`config.mk`:
```
export PLATFORM = sky130hd
export DESIGN_NAME = turn_ctl
export DESIGN_NICKNAME = d
export VERILOG_FILES = /design/src/rtl/turn_ctl.sv
export SDC_FILE = /design/constraint.sdc
export NUM_CORES = 1
export LEC_CHECK = 0
export CORE_MARGIN = 5
export CORE_UTILIZATION = 45
export DETAILED_ROUTE_END_ITERATION = 8
export GPL_ROUTABILITY_DRIVEN = 1
export GPL_TIMING_DRIVEN = 0
export PLACE_DENSITY = 0.76
export SLEW_MARGIN = 20
export SYNTH_ARGS = -nofsm -noshare
export SYNTH_HDL_FRONTEND = slang
export SYNTH_SLANG_ARGS = --single-unit
```
`constraint.sdc`:
```
create_clock -name clk -period 2.3 [get_ports clk]
set_input_delay 0.575 -clock clk [delete_from_list [all_inputs] [get_ports clk]]
set_output_delay 0.575 -clock clk [all_outputs]
set_load 0.05 [all_outputs]
```
`src/rtl/turn_ctl.sv`:
```
// Turn scheduler for the two-player game core: AIM -> FLIGHT -> SETTLE round
// sequencing, per-turn time limit (enabled by defining TURN_TIMEOUT_EN) and turn hand-over.
module turn_ctl #(
    parameter int unsigned CLK_HZ        = 65_000_000,
    parameter int unsigned TURN_SEC      = 15,
    parameter int unsigned SETTLE_CYCLES = 32
) (
    input  logic       clk,
    input  logic       rst_n,
    input  logic       start,
    input  logic       local_player,
    input  logic       fire_local,
    input  logic       fire_remote,
    input  logic       proj_done,
    input  logic       game_over,
    output logic       active_player,
    output logic       my_turn,
    output logic       launch,
    output logic       next_turn,
    output logic       timeout,
    output logic [5:0] time_left,
    output logic [2:0] state
);

    typedef enum logic [2:0] {
        S_IDLE   = 3'd0,
        S_AIM    = 3'd1,
        S_FLIGHT = 3'd2,
        S_SETTLE = 3'd3,
        S_OVER   = 3'd4
    } state_t;

    localparam int unsigned SETTLE_W = (SETTLE_CYCLES > 1) ? $clog2(SETTLE_CYCLES) : 1;
    localparam logic [SETTLE_W-1:0] SETTLE_LOAD = SETTLE_W'(SETTLE_CYCLES - 1);
    localparam logic [5:0] TURN_RELOAD = 6'(TURN_SEC);

    state_t              state_q, state_d;
    logic                active_q, active_d;
    logic                my_turn_q, my_turn_d;
    logic                launch_q, launch_d;
    logic                next_turn_q, next_turn_d;
    logic                timeout_q, timeout_d;
    logic [5:0]          time_left_q, time_left_d;
    logic [SETTLE_W-1:0] settle_q, settle_d;
    logic                fire_acc;

`ifdef TURN_TIMEOUT_EN
    localparam int unsigned PRESC_W = (CLK_HZ > 1) ? $clog2(CLK_HZ) : 1;
    localparam logic [PRESC_W-1:0] PRESC_MAX = PRESC_W'(CLK_HZ - 1);

    logic [PRESC_W-1:0] presc_q, presc_d;
`endif

    // Only the side that owns the turn may fire; the other source is ignored.
    assign fire_acc = (active_q == local_player) ? fire_local : fire_remote;

    always_ff @(posedge clk or negedge rst_n) begin
        if (!rst_n) begin
            state_q     <= S_IDLE;
            active_q    <= 1'b0;
            my_turn_q   <= 1'b0;
            launch_q    <= 1'b0;
            next_turn_q <= 1'b0;
            timeout_q   <= 1'b0;
            time_left_q <= 6'd0;
            settle_q    <= '0;
`ifdef TURN_TIMEOUT_EN
            presc_q     <= '0;
`endif
        end else begin
            state_q     <= state_d;
            active_q    <= active_d;
            my_turn_q   <= my_turn_d;
            launch_q    <= launch_d;
            next_turn_q <= next_turn_d;
            timeout_q   <= timeout_d;
            time_left_q <= time_left_d;
            settle_q    <= settle_d;
`ifdef TURN_TIMEOUT_EN
            presc_q     <= presc_d;
`endif
        end
    end

    always_comb begin
        state_d     = state_q;
        active_d    = active_q;
        launch_d    = 1'b0;
        next_turn_d = 1'b0;
        timeout_d   = 1'b0;
        time_left_d = time_left_q;
        settle_d    = settle_q;
`ifdef TURN_TIMEOUT_EN
        presc_d     = presc_q;
`endif

        case (state_q)
            S_IDLE, S_OVER: begin
                if (start) begin
                    state_d     = S_AIM;
                    active_d    = 1'b0;
                    time_left_d = TURN_RELOAD;
`ifdef TURN_TIMEOUT_EN
                    presc_d     = '0;
`endif
                end
            end

            S_AIM: begin
                if (fire_acc) begin
                    // Fire takes priority over a simultaneous final timer wrap.
                    launch_d = 1'b1;
                    state_d  = S_FLIGHT;
`ifdef TURN_TIMEOUT_EN
                end else if (presc_q == PRESC_MAX) begin
                    presc_d     = '0;
                    time_left_d = time_left_q - 6'd1;
                    if (time_left_q == 6'd1) begin
                        timeout_d = 1'b1;
                        state_d   = S_SETTLE;
                        settle_d  = SETTLE_LOAD;
                    end
                end else begin
                    presc_d = presc_q + PRESC_W'(1);
`endif
                end
            end

            S_FLIGHT: begin
                if (proj_done) begin
                    state_d  = S_SETTLE;
                    settle_d = SETTLE_LOAD;
                end
            end

            S_SETTLE: begin
                if (settle_q == '0) begin
                    if (game_over) begin
                        state_d = S_OVER;
                    end else begin
                        state_d     = S_AIM;
                        active_d    = ~active_q;
                        time_left_d = TURN_RELOAD;
                        next_turn_d = 1'b1;
`ifdef TURN_TIMEOUT_EN
                        presc_d     = '0;
`endif
                    end
                end else begin
                    settle_d = settle_q - SETTLE_W'(1);
                end
            end

            default: begin
                state_d = S_IDLE;
            end
        endcase

`ifndef TURN_TIMEOUT_EN
        // Without a time limit the display simply shows the full budget while aiming.
        time_left_d = (state_d == S_AIM) ? TURN_RELOAD : 6'd0;
`endif

        my_turn_d = (state_d == S_AIM) && (active_d == local_player);
    end

    assign active_player = active_q;
    assign my_turn       = my_turn_q;
    assign launch        = launch_q;
    assign next_turn     = next_turn_q;
    assign timeout       = timeout_q;
    assign time_left     = time_left_q;
    assign state         = state_q;

endmodule

```
* Word level (Yosys, flattened, before mapping)
Index checks and enable logic that the tools add are counted.
** Operators by class
- Add/subtract/negate cells :: 1
- Equal/unequal tests :: 9
- Muxes and demuxes :: 20
- Bitwise logic cells :: 1
- Reduce and logical (&&, ||, !) cells :: 6
** Operators with widths (count)
- $mux W3 :: 5
- $pmux W3 S4 :: 1
- $mux W5 :: 2
- $pmux W5 S2 :: 1
- $mux W1 :: 9
- $eq A3 B1 Y1 const B :: 2
- $eq A3 B2 Y1 const B :: 2
- $logic_not A5 Y1 :: 1
- $sub A5 B1 Y5 const B :: 1
- $mux W4 :: 1
- $ne A2 B2 Y1 const B :: 2
- $eq A3 B3 Y1 const B :: 1
- $logic_not A3 Y1 :: 1
- $reduce_and A3 Y1 :: 1
- $eq A1 B1 Y1 :: 2
- $pmux W1 S2 :: 1
- $reduce_bool A2 Y1 :: 1
- $reduce_or A2 Y1 :: 1
- $logic_and A1 B1 Y1 :: 1
- $not A1 Y1 :: 1
** Word-level totals
- Bits in registers :: 18
- Bits of input ports :: 8
- Output and inout bits :: 14
- Word-level logic and storage cells :: 44

* Depth between registers and ports, before layout
Gate-level depths: netlist of run 1.
- Depth after elaboration :: 6
- Depth in mapped cells :: 7
- Mapped depth without buffers :: 6

* Worst setup path after synthesis of run 1
No wires, ideal clock.
- Kind :: register to register
- Start :: register settle_q[0]
- End :: register my_turn_q, in the netlist my_turn
- Library setup time :: 0.078 ns
- Arrival :: 1.834 ns
- Data required time :: 2.222 ns
- Slack :: 0.388 ns
- Stages on the path, launching flop included :: 8
- Path buffers :: 1
- Period minus slack after synthesis :: 1.912 ns
- Cells stage by stage :: dfrtp_1 -> inv_1 -> ha_1 -> or4b_1 -> buf_2 -> o221a_1 -> or3_1 -> a21boi_1
** On the way
- Cells in the longest elaborated chain, start to end :: 5
- Elaborated cells on any way between the ends :: 8
- Those cells by class :: 2 x eq/ne; 4 x mux; 2 x reduce/logical
** RTL lines
- start, declared :: line 44 : logic [SETTLE_W-1:0] settle_q, settle_d;
- start signal, assigned :: line 78 : settle_q <= settle_d;
- $logic_not A5 Y1 * :: line 137 : if (settle_q == '0) begin
- $mux W3 or $mux W1 (tied branches) :: line 137
- $pmux W3 S4 or $pmux W1 S2 (tied branches) :: line 97 : case (state_q)
- $eq A3 B1 Y1 or $eq A1 B1 Y1 (tied branches) :: line 164 : my_turn_d = (state_d == S_AIM) && (active_d == local_player);
- $logic_and A1 B1 Y1 * :: line 164
- net my_turn_d :: line 39 : logic my_turn_q, my_turn_d;
- end signal, assigned :: line 73 : my_turn_q <= my_turn_d;
- end, declared :: line 39
Mark *: on every way through the listed nets, which the timed path passes. The rest lies on a longest branch.
A chain may end at the register's enable or synchronous reset.

* Worst setup path after layout of run 1
- Start :: register state_q[2], in the netlist state[2]
- End :: output port state[2]
** RTL lines
- start, declared :: line 37 : state_t state_q, state_d;
- start signal, assigned :: line 71 : state_q <= state_d;
- end, declared :: line 22 : output logic [2:0] state
No word-level cell between the ends.

==> flow_summary.ini, run 1 <==
[outcome]
run_status = completed

[worst_setup_path]
worstPathArrival_ps = 1590
critPathTopFamily = buffers and inverters
cp_num_buf_inv = 1
cpPeakStageDelay_ps = 850
slowest_stage = clkdlybuf4s50_1
end_kind = output pin
critPathRequiredTime_ps = 1730
path_class = reg -> out
path_cells = clkdlybuf4s50_1
start_kind = flip-flop
worst-path-max-fanout = 8

[layout]
area_growth_pct = 30.67
final_nets = 111
fillers = 141
drive_gt1_frac = 0.1500
diodes = 0

[hold_path]
hold_class = reg -> reg

[pwr]
internal_power_uw = 554.4
total_leakage_power_uw = 0.0004233
peakVddDrop_mv = 0.7138
powerDensity_nw_per_um2 = 980.7
switching_share = 0.4359
p_clk_frac = 0.148
power_frac_comb = 0.507
seq_power_share = 0.345
p_sw_uw = 428.4

[global_route]
grt_pass1_wl_um = 2573
grtUsageTotal = 0.1350
antenna_found_initial = 0
grt_max_degree = 14
overflow = 0
grt_pass1_vias = 591

[routing]
wl_met2_um = 670
wl_met1_um = 657
drt-total-wl_um = 1462
drc = 0
top_layer_used = met4
antenna_left = 0
vias = 604
viasPerCell = 5.162
wire_per_inst_um = 12.50
drtIter0Drc = 10
routed-wl-met3_um = 79
drtPass1Iterations = 4

[logic_synthesis]
synth-seq-cells = 13
synth_area_leaders = dfrtp_1, buf_4, nand4bb_4, xor2_1, ha_1
synthAdderAreaFrac = 0.03263
seq_area_frac_synth = 0.4241
synth_ff_type = dfrtp_1
synth_edf_count = 0
synth-compound-area-share = 0.1044
synth_area_um2 = 767.0
synth_xor_area_frac = 0.04568
synth_simple_gate_area_frac = 0.2659
yosysWarnings = 0
yosysTopAreaCell = dfrtp_1
synth_top_family_by_area = simple AND/OR/NAND/NOR gates
synth_cells = 76
synthDistinctLibCells = 35
async_reset_ff_frac = 1.000
synth.most_common_cell = dfrtp_1
ys_top_cells_by_count = dfrtp_1, buf_4
muxShareOfSynthArea = 0.01305
avgSynthCellArea_um2 = 10.09
synth_top_area_frac = 0.4241

[place]
gp_congestion = 0.8686
hpwl_um = 1151
portBuffers = 18
pre_cts_slack_ps = 94.15

[floorplanning]
io_pins = 22
die_x_um = 51.29
rows = 15
die-area_um2 = 2630
dieHeight_um = 51.29
core_area_um2 = 1670
initial_core_util = 0.4592

[timing]
drv_slew = 0
period_needed_ps = 2160
finClkSkew_ps = 3.521
finalSetupViolations = 0
final_hold_viol_count = 0
fin_ws_ps = 139.5
worst_pin_slew_ps = 651.4
rsz0062_at_grt = false
relSlewSlack = 0.5596
setup_tns_ps = 0
fin_crit_sh = 0.9393
maxClockFrequency_ghz = 0.4629

[clocking]
cts_made_buffers = 3
clk_latency_ps = 280
htree_levels = 1
cts.repair.resized = 0
cts_root_buf = clkbuf_4
cts_hold_buf = 0
clkSinkCount = 13
cts_tree = yes
cts_buffer_depth = 2
clk_pin_slew_worst_paths_ps = 80
postCtsSetupBuffers = 0

[run]
cap_violations = 0
[cell type report]
cell class / instances / area, um^2 / area share
clock buffers: 4 / 26.28 / 0.02622
plain buffers: 9 / 68.82 / 0.06866
inverters: 4 / 15.01 / 0.01498
repair buffers: 18 / 180.2 / 0.1798
multi-input cells: 52 / 365.4 / 0.3645
well taps: 17 / 21.27 / 0.02122
flip-flops and latches: 13 / 325.3 / 0.3246
[cell usage in the layout (no fill, tap or decap), drive strengths merged, types with 2 or more instances in the layout]
cell type / count
xor2: 3
conb: 3
clkdlybuf4s50: 18
buf: 9
nor4b: 2
clkbuf: 4
inv: 4
ha: 2
nand3: 4
nand2b: 2
nor2: 3
dfrtp: 13
nand2: 3
nor3: 4
o21ai: 4
a21oi: 3
o221a: 2
[metal layers]
layer	global-route usage	vias to the layer above
met5	0	-
met4	0.1048	0
met3	0.02624	5
met2	0.2189	18
met1	0.1545	271
li1	-	310
[final timing paths]
path                                  start          end  slack [ps]  cells past startpoint
worst min-delay path            settle_q[0]  settle_q[0]         500                      1
worst max register to register  settle_q[0]      my_turn         270                      7
min in group asynchronous             rst_n    next_turn         650                      1
worst max-delay path               state[2]     state[2]         140                      1
worst min register to register  settle_q[0]  settle_q[0]         500                      1
max in group asynchronous             rst_n     state[2]        1270                      1
[power by group through the flow]
stage                     logic, uW  registers (uW)  clock network (uW)
after floorplan                 296             412                   0
after CTS                       501             340                 150
after global routing            547             349                 162
after detailed placement        501             344                   0
final                           499             339                 145
after global placement          490             342                   0
[kinds of logic after synthesis]
group | count (synthesis)
AO/OA/AOI/OAI | 12
XOR/XNOR | 4
adder cells (fa/ha/maj) | 2
buffers and inverters | 13
flip-flops | 13
multiplexers | 1
other | 1
AND/OR/NAND/NOR | 30
[per-stage QoR]
step	hold slack [ps]	util	cell area, um^2	cells	total power, uW
2_1_floorplan	279.4	-	774.5	78	707.9
3_3_place_gp	487.5	0.5843	975.9	113	832.9
3_5_place_dp	497.3	0.5843	975.9	113	844.6
4_1_cts	506.4	0.6000	1002	117	991.1
5_1_grt	537.6	0.6000	1002	117	1057
6_report	502.8	0.6000	1002	117	982.9
[state kept, by name, summed over array words and instances, names as in the netlist]
register and count:
active_player 1, launch 1, my_turn 1, next_turn 1
settle_q 5, state 3, time_left 1
Power figures use the tool's default switching activity.
==> run 2: changes to the inputs <==
--- a/config.mk
+++ b/config.mk
@@ -6,11 +6,11 @@
 export NUM_CORES = 1
 export LEC_CHECK = 0
 export CORE_MARGIN = 5
-export CORE_UTILIZATION = 45
+export CORE_UTILIZATION = 49
 export DETAILED_ROUTE_END_ITERATION = 8
 export GPL_ROUTABILITY_DRIVEN = 1
 export GPL_TIMING_DRIVEN = 0
-export PLACE_DENSITY = 0.76
+export PLACE_DENSITY = 0.82
 export SLEW_MARGIN = 20
 export SYNTH_ARGS = -nofsm -noshare
 export SYNTH_HDL_FRONTEND = slang
==> constraint.sdc (replaced) <==
create_clock -name clk -period 2.6 [get_ports clk]
set_input_delay 0.65 -clock clk [delete_from_list [all_inputs] [get_ports clk]]
set_output_delay 0.65 -clock clk [all_outputs]
set_load 0.05 [all_outputs]
==> run 2 against run 1 <==
  * Clock-buffer cell count is the same
  * Power shrank 12%
  * Core utilization grew 7.2 points
  * Setup slack gained 210 ps
  * Highest routed layer unchanged
  * Register-to-register slack gained 270 ps
  * Sequential share of layout area is essentially flat
  * Via count grew 6.8%
  * Cell count shrank 0.85%
  * Non-clock buffer count is the same
  * Global-route usage grew 0.55 points
==> flow_summary.ini, run 2 (synthesized netlist as in run 1, its figures left out) <==
[floorplanning]
dieHeight_um = 49.57
io_pins = 22
initial_core_util = 0.5151
rows = 14
die-area_um2 = 2457
die_x_um = 49.57
core_area_um2 = 1489

[timing]
finClkSkew_ps = 5.478
worst_pin_slew_ps = 773.3
maxClockFrequency_ghz = 0.4449
drv_slew = 0
setup_tns_ps = 0
period_needed_ps = 2248
relSlewSlack = 0.4772
rsz0062_at_grt = false
finalSetupViolations = 0
fin_crit_sh = 0.8645
final_hold_viol_count = 0
fin_ws_ps = 352.3

[layout]
area_growth_pct = 30.51
diodes = 0
mostFrequentLayoutCells = clkdlybuf4s50_1, dfrtp_1, buf_4
post-route-cell-area_um2 = 1001
regMostFlops = settle_q
finalNonFillerCells = 116
fillers = 123
drive_gt1_frac = 0.1500
largest_register_ffs = 5
final_nets = 111
final_common_cell = clkdlybuf4s50_1

[worst_setup_path]
slowest_stage = clkdlybuf4s50_1
worst-path-max-fanout = 8
critPathTopFamily = buffers and inverters
path_cells = clkdlybuf4s50_1
worstPathArrival_ps = 1600
path_class = reg -> out
cp_num_buf_inv = 1
critPathRequiredTime_ps = 1950
cpPeakStageDelay_ps = 850
start_kind = flip-flop
end_kind = output pin

[clocking]
clkSinkCount = 13
cts_tree = yes
cts_hold_buf = 0
clk_pin_slew_worst_paths_ps = 80
cts_buffer_depth = 2
htree_levels = 1
cts_root_buf = clkbuf_4
postCtsSetupBuffers = 0
clk_latency_ps = 280
cts.repair.resized = 0
cts_made_buffers = 3

[global_route]
grtUsageTotal = 0.1404
grt_max_degree = 14
overflow = 0
grt_pass1_vias = 618
antenna_found_initial = 0
grt_pass1_wl_um = 2587

[routing]
drc = 0
drt-total-wl_um = 1542
viasPerCell = 5.560
drtIter0Drc = 8
antenna_left = 0
drtPass1Iterations = 4
wire_per_inst_um = 13.29
vias = 645

[pwr]
peakVddDrop_mv = 0.4790
total_leakage_power_uw = 0.0004233
powerDensity_nw_per_um2 = 864.0

[place]
gp_congestion = 0.7668
pre_cts_slack_ps = 333.3
hpwl_um = 1247
dp.cells = 112
portBuffers = 18
placed_area_um2 = 974.7

[hold_path]
hold_class = reg -> reg

[outcome]
run_status = completed

[run]
cap_violations = 0
## run 2: cell counts in the layout (fill, tap and decap cells not counted)
No cell type changed its count.
## run 2: per-layer routing
metal | track usage | wire (um)
met1 | 0.1461 | 590
met2 | 0.2500 | 831
met3 | 0.05422 | 88
met4 | 0.05240 | 31
met5 | 0 | 0
## run 2: final cells by class
class / instances / area, um^2 / area share
multi-input combinational: 52 / 365.4 / 0.3650
sequential: 13 / 325.3 / 0.3250
timing repair buffer: 18 / 180.2 / 0.1800
buffer: 9 / 68.82 / 0.06875
clock buffer: 4 / 26.28 / 0.02625
tap: 16 / 20.02 / 0.02000
inverter: 4 / 15.01 / 0.01500
## run 2: worst paths after layout
path | startpoint | to | slack (ps) | depth (start not counted)
worst max-delay path | state[2] | state[2] | 350 | 1
worst min-delay path | settle_q[0] | settle_q[0] | 510 | 1
worst max register to register | settle_q[0] | my_turn | 540 | 6
worst min register to register | settle_q[0] | settle_q[0] | 510 | 1
max in group asynchronous | rst_n | active_player | 1480 | 1
min in group asynchronous | rst_n | launch | 740 | 1
## run 2: report_power, final
part	switching, uW	internal, uW	leakage [uW]
logic	263	179	0.000255
registers	49.5	251	0.000154
clock network	63.4	59.5	0.0000150
## run 2: metrics by stage
step	power (uW)	hold slack, ps	utilization
floorplan	626.2	354.4	-
global placement	735.4	489.3	0.6546
detailed placement	748.2	510.5	0.6546
CTS	874.2	515.8	0.6723
global route	926.2	553.3	0.6723
finish	864.9	514.4	0.6723
==> run 3: changes to the inputs <==
--- a/config.mk
+++ b/config.mk
@@ -5,11 +5,14 @@
 export SDC_FILE = /design/constraint.sdc
 export NUM_CORES = 1
 export LEC_CHECK = 0
+export ABC_AREA = 1
 export CORE_MARGIN = 5
 export CORE_UTILIZATION = 49
 export DETAILED_ROUTE_END_ITERATION = 8
 export GPL_ROUTABILITY_DRIVEN = 1
 export GPL_TIMING_DRIVEN = 0
+export HOLD_SLACK_MARGIN = 0.02
+export MAX_ROUTING_LAYER = met4
 export PLACE_DENSITY = 0.82
 export SLEW_MARGIN = 20
 export SYNTH_ARGS = -nofsm -noshare
==> run 3 against run 2 <==
  * Worst hold slack better by 14 ps
  * Clock power about the same
  * Non-clock buffer count down 3
  * Area after synthesis up 1.3%
  * Power up 30%
  * Setup slack better by 9.3 ps
  * Core utilization down 0.12 points
  * Largest power group unchanged
==> flow_summary.ini, run 3 <==
[outcome]
run_status = completed

[clocking]
clk_pin_slew_worst_paths_ps = 80
clkSinkCount = 13
cts_made_buffers = 3
htree_levels = 1
postCtsSetupBuffers = 0
clk_latency_ps = 280
cts_root_buf = clkbuf_4
cts_hold_buf = 0
cts_buffer_depth = 2
cts_tree = yes
cts.repair.resized = 0

[logic_synthesis]
synthDistinctLibCells = 24
yosysWarnings = 0
avgSynthCellArea_um2 = 7.848
synth_ff_type = dfrtp_1
synth.most_common_cell = nand2_1
seq_area_frac_synth = 0.4187
synth_edf_count = 0
synth_top_area_frac = 0.4187
ys_top_cells_by_count = nand2_1, inv_1, dfrtp_1
synth-seq-cells = 13
yosysTopAreaCell = dfrtp_1
synth_area_leaders = dfrtp_1, nand2_1, inv_1, buf_4, nand2_2
async_reset_ff_frac = 1.000
synth_area_um2 = 777.0
synth_cells = 99

[worst_setup_path]
cp_num_buf_inv = 1
reg2reg_slack_ps = 1050
worstReg2RegStart = settle_q[0]
end_kind = output pin
path_class = reg -> out
path_cells = clkdlybuf4s50_1
cpPeakStageDelay_ps = 850
slowest_stage = clkdlybuf4s50_1
rr_endpoint = my_turn
worst-path-max-fanout = 5
worstPathArrival_ps = 1590
critPathRequiredTime_ps = 1950
reg2reg_depth = 11
start_kind = flip-flop
critPathTopFamily = buffers and inverters

[routing]
antenna_left = 0
drtIter0Drc = 6
drtPass1Iterations = 4
viasPerCell = 4.705
wire_per_inst_um = 10.65
vias = 654
drc = 0
drt-total-wl_um = 1480

[timing]
relSlewSlack = 0.6181
period_needed_ps = 2238
final_hold_viol_count = 0
finClkSkew_ps = 5.512
worst_pin_slew_ps = 571.0
rsz0062_at_grt = false
finalSetupViolations = 0
fin_crit_sh = 0.8609
drv_slew = 0
setup_tns_ps = 0
fin_ws_ps = 361.6
maxClockFrequency_ghz = 0.4467

[place]
hpwl_um = 1225
gp_congestion = 0.8019
portBuffers = 18
dp.cells = 135
pre_cts_slack_ps = 636.5

[layout]
area_growth_pct = 30.11
diodes = 0
final_nets = 134
final_common_cell = nand2_1
drive_gt1_frac = 0.1707
regMostFlops = settle_q
finalNonFillerCells = 139
mostFrequentLayoutCells = nand2_1, clkdlybuf4s50_1, inv_1, dfrtp_1
largest_register_ffs = 5

[hold_path]
min_from = settle_q[4]
holdPathEnd = settle_q[4]
min_path_cells = 2
hold_class = reg -> reg

[global_route]
grt_pass1_vias = 627
grtUsageTotal = 0.1460
overflow = 0
antenna_found_initial = 0
grt_pass1_wl_um = 2718
grt_max_degree = 14

[floorplanning]
rows = 14
io_pins = 22
core_area_um2 = 1506
initial_core_util = 0.5158
die_x_um = 49.82
die-area_um2 = 2482
dieHeight_um = 49.82

[run]
cap_violations = 0

[pwr]
total_leakage_power_uw = 0.0005158
powerDensity_nw_per_um2 = 1116
peakVddDrop_mv = 0.6267
-- run 3: cell count changes after synthesis, moves of 3 or more --
cell / delta
inv_1: +13
nand2_1: +19
nand2_2: +6
nand3_1: +3
nor2_1: +4
xor2_1: -3
-- run 3: worst min-delay path, stage by stage (launching register included) --
cell and delay [ps]:
dfrtp_1 370, o21ai_1 70, nand3_1 50
-- run 3: through the flow --
step	power [uW]	hold slack (ps)	utilization	cell area, um^2
after floorplan	826.1	354.4	-	784.5
after global placement	993.6	508.8	0.6537	984.7
after detailed placement	1013	514.5	0.6537	984.7
after CTS	1141	534.2	0.6711	1011
after global routing	1223	571.2	0.6711	1011
final	1128	528.1	0.6711	1011
-- run 3: power by group --
part / internal, uW / switching, uW / total [uW]
registers: 269 / 63.6 / 333
logic: 237 / 435 / 672
clock network: 59.5 / 64.8 / 124
total: 565 / 563 / 1130
-- run 3: kinds of logic after synthesis --
logic type | synth area share
adder cells (fa/ha/maj) | 0.03220
other | 0.004826
AO/OA/AOI/OAI | 0.05475
buffers and inverters | 0.1401
flip-flops | 0.4187
AND/OR/NAND/NOR | 0.3382
XOR/XNOR | 0.01127
-- run 3: per-layer routing --
layer	share of wire	GRT usage	wire length, um	vias up
met1	0.42	0.1682	619	290
met3	0.062	0.03313	92	4
met4	0.022	0.07860	33	0
li1	-	-	-	344
met2	0.50	0.2331	734	16
met5	0	-	0	-
-- run 3: how the worst max path moves through the flow --
stage / startpoint / end / slack [ps] / cells after the start
CTS: time_left[2] / time_left[2] / 330 / 2
detailed placement: time_left[2] / time_left[2] / 640 / 2
floorplan: time_left[2] / time_left[1] / 1030 / 1
global placement: local_player / my_turn / 660 / 8
finish: state[2] / state[2] / 360 / 1
global route: time_left[2] / time_left[2] / 300 / 2
-- run 3: final cells by class --
type                       count  area [um^2]
buffer                         6        45.04
clock buffer                   4        26.28
fill                         134        495.5
inverter                      17        63.81
multi-input combinational     65        350.3
sequential                    13        325.3
tap                           16        20.02
timing repair buffer          18        180.2
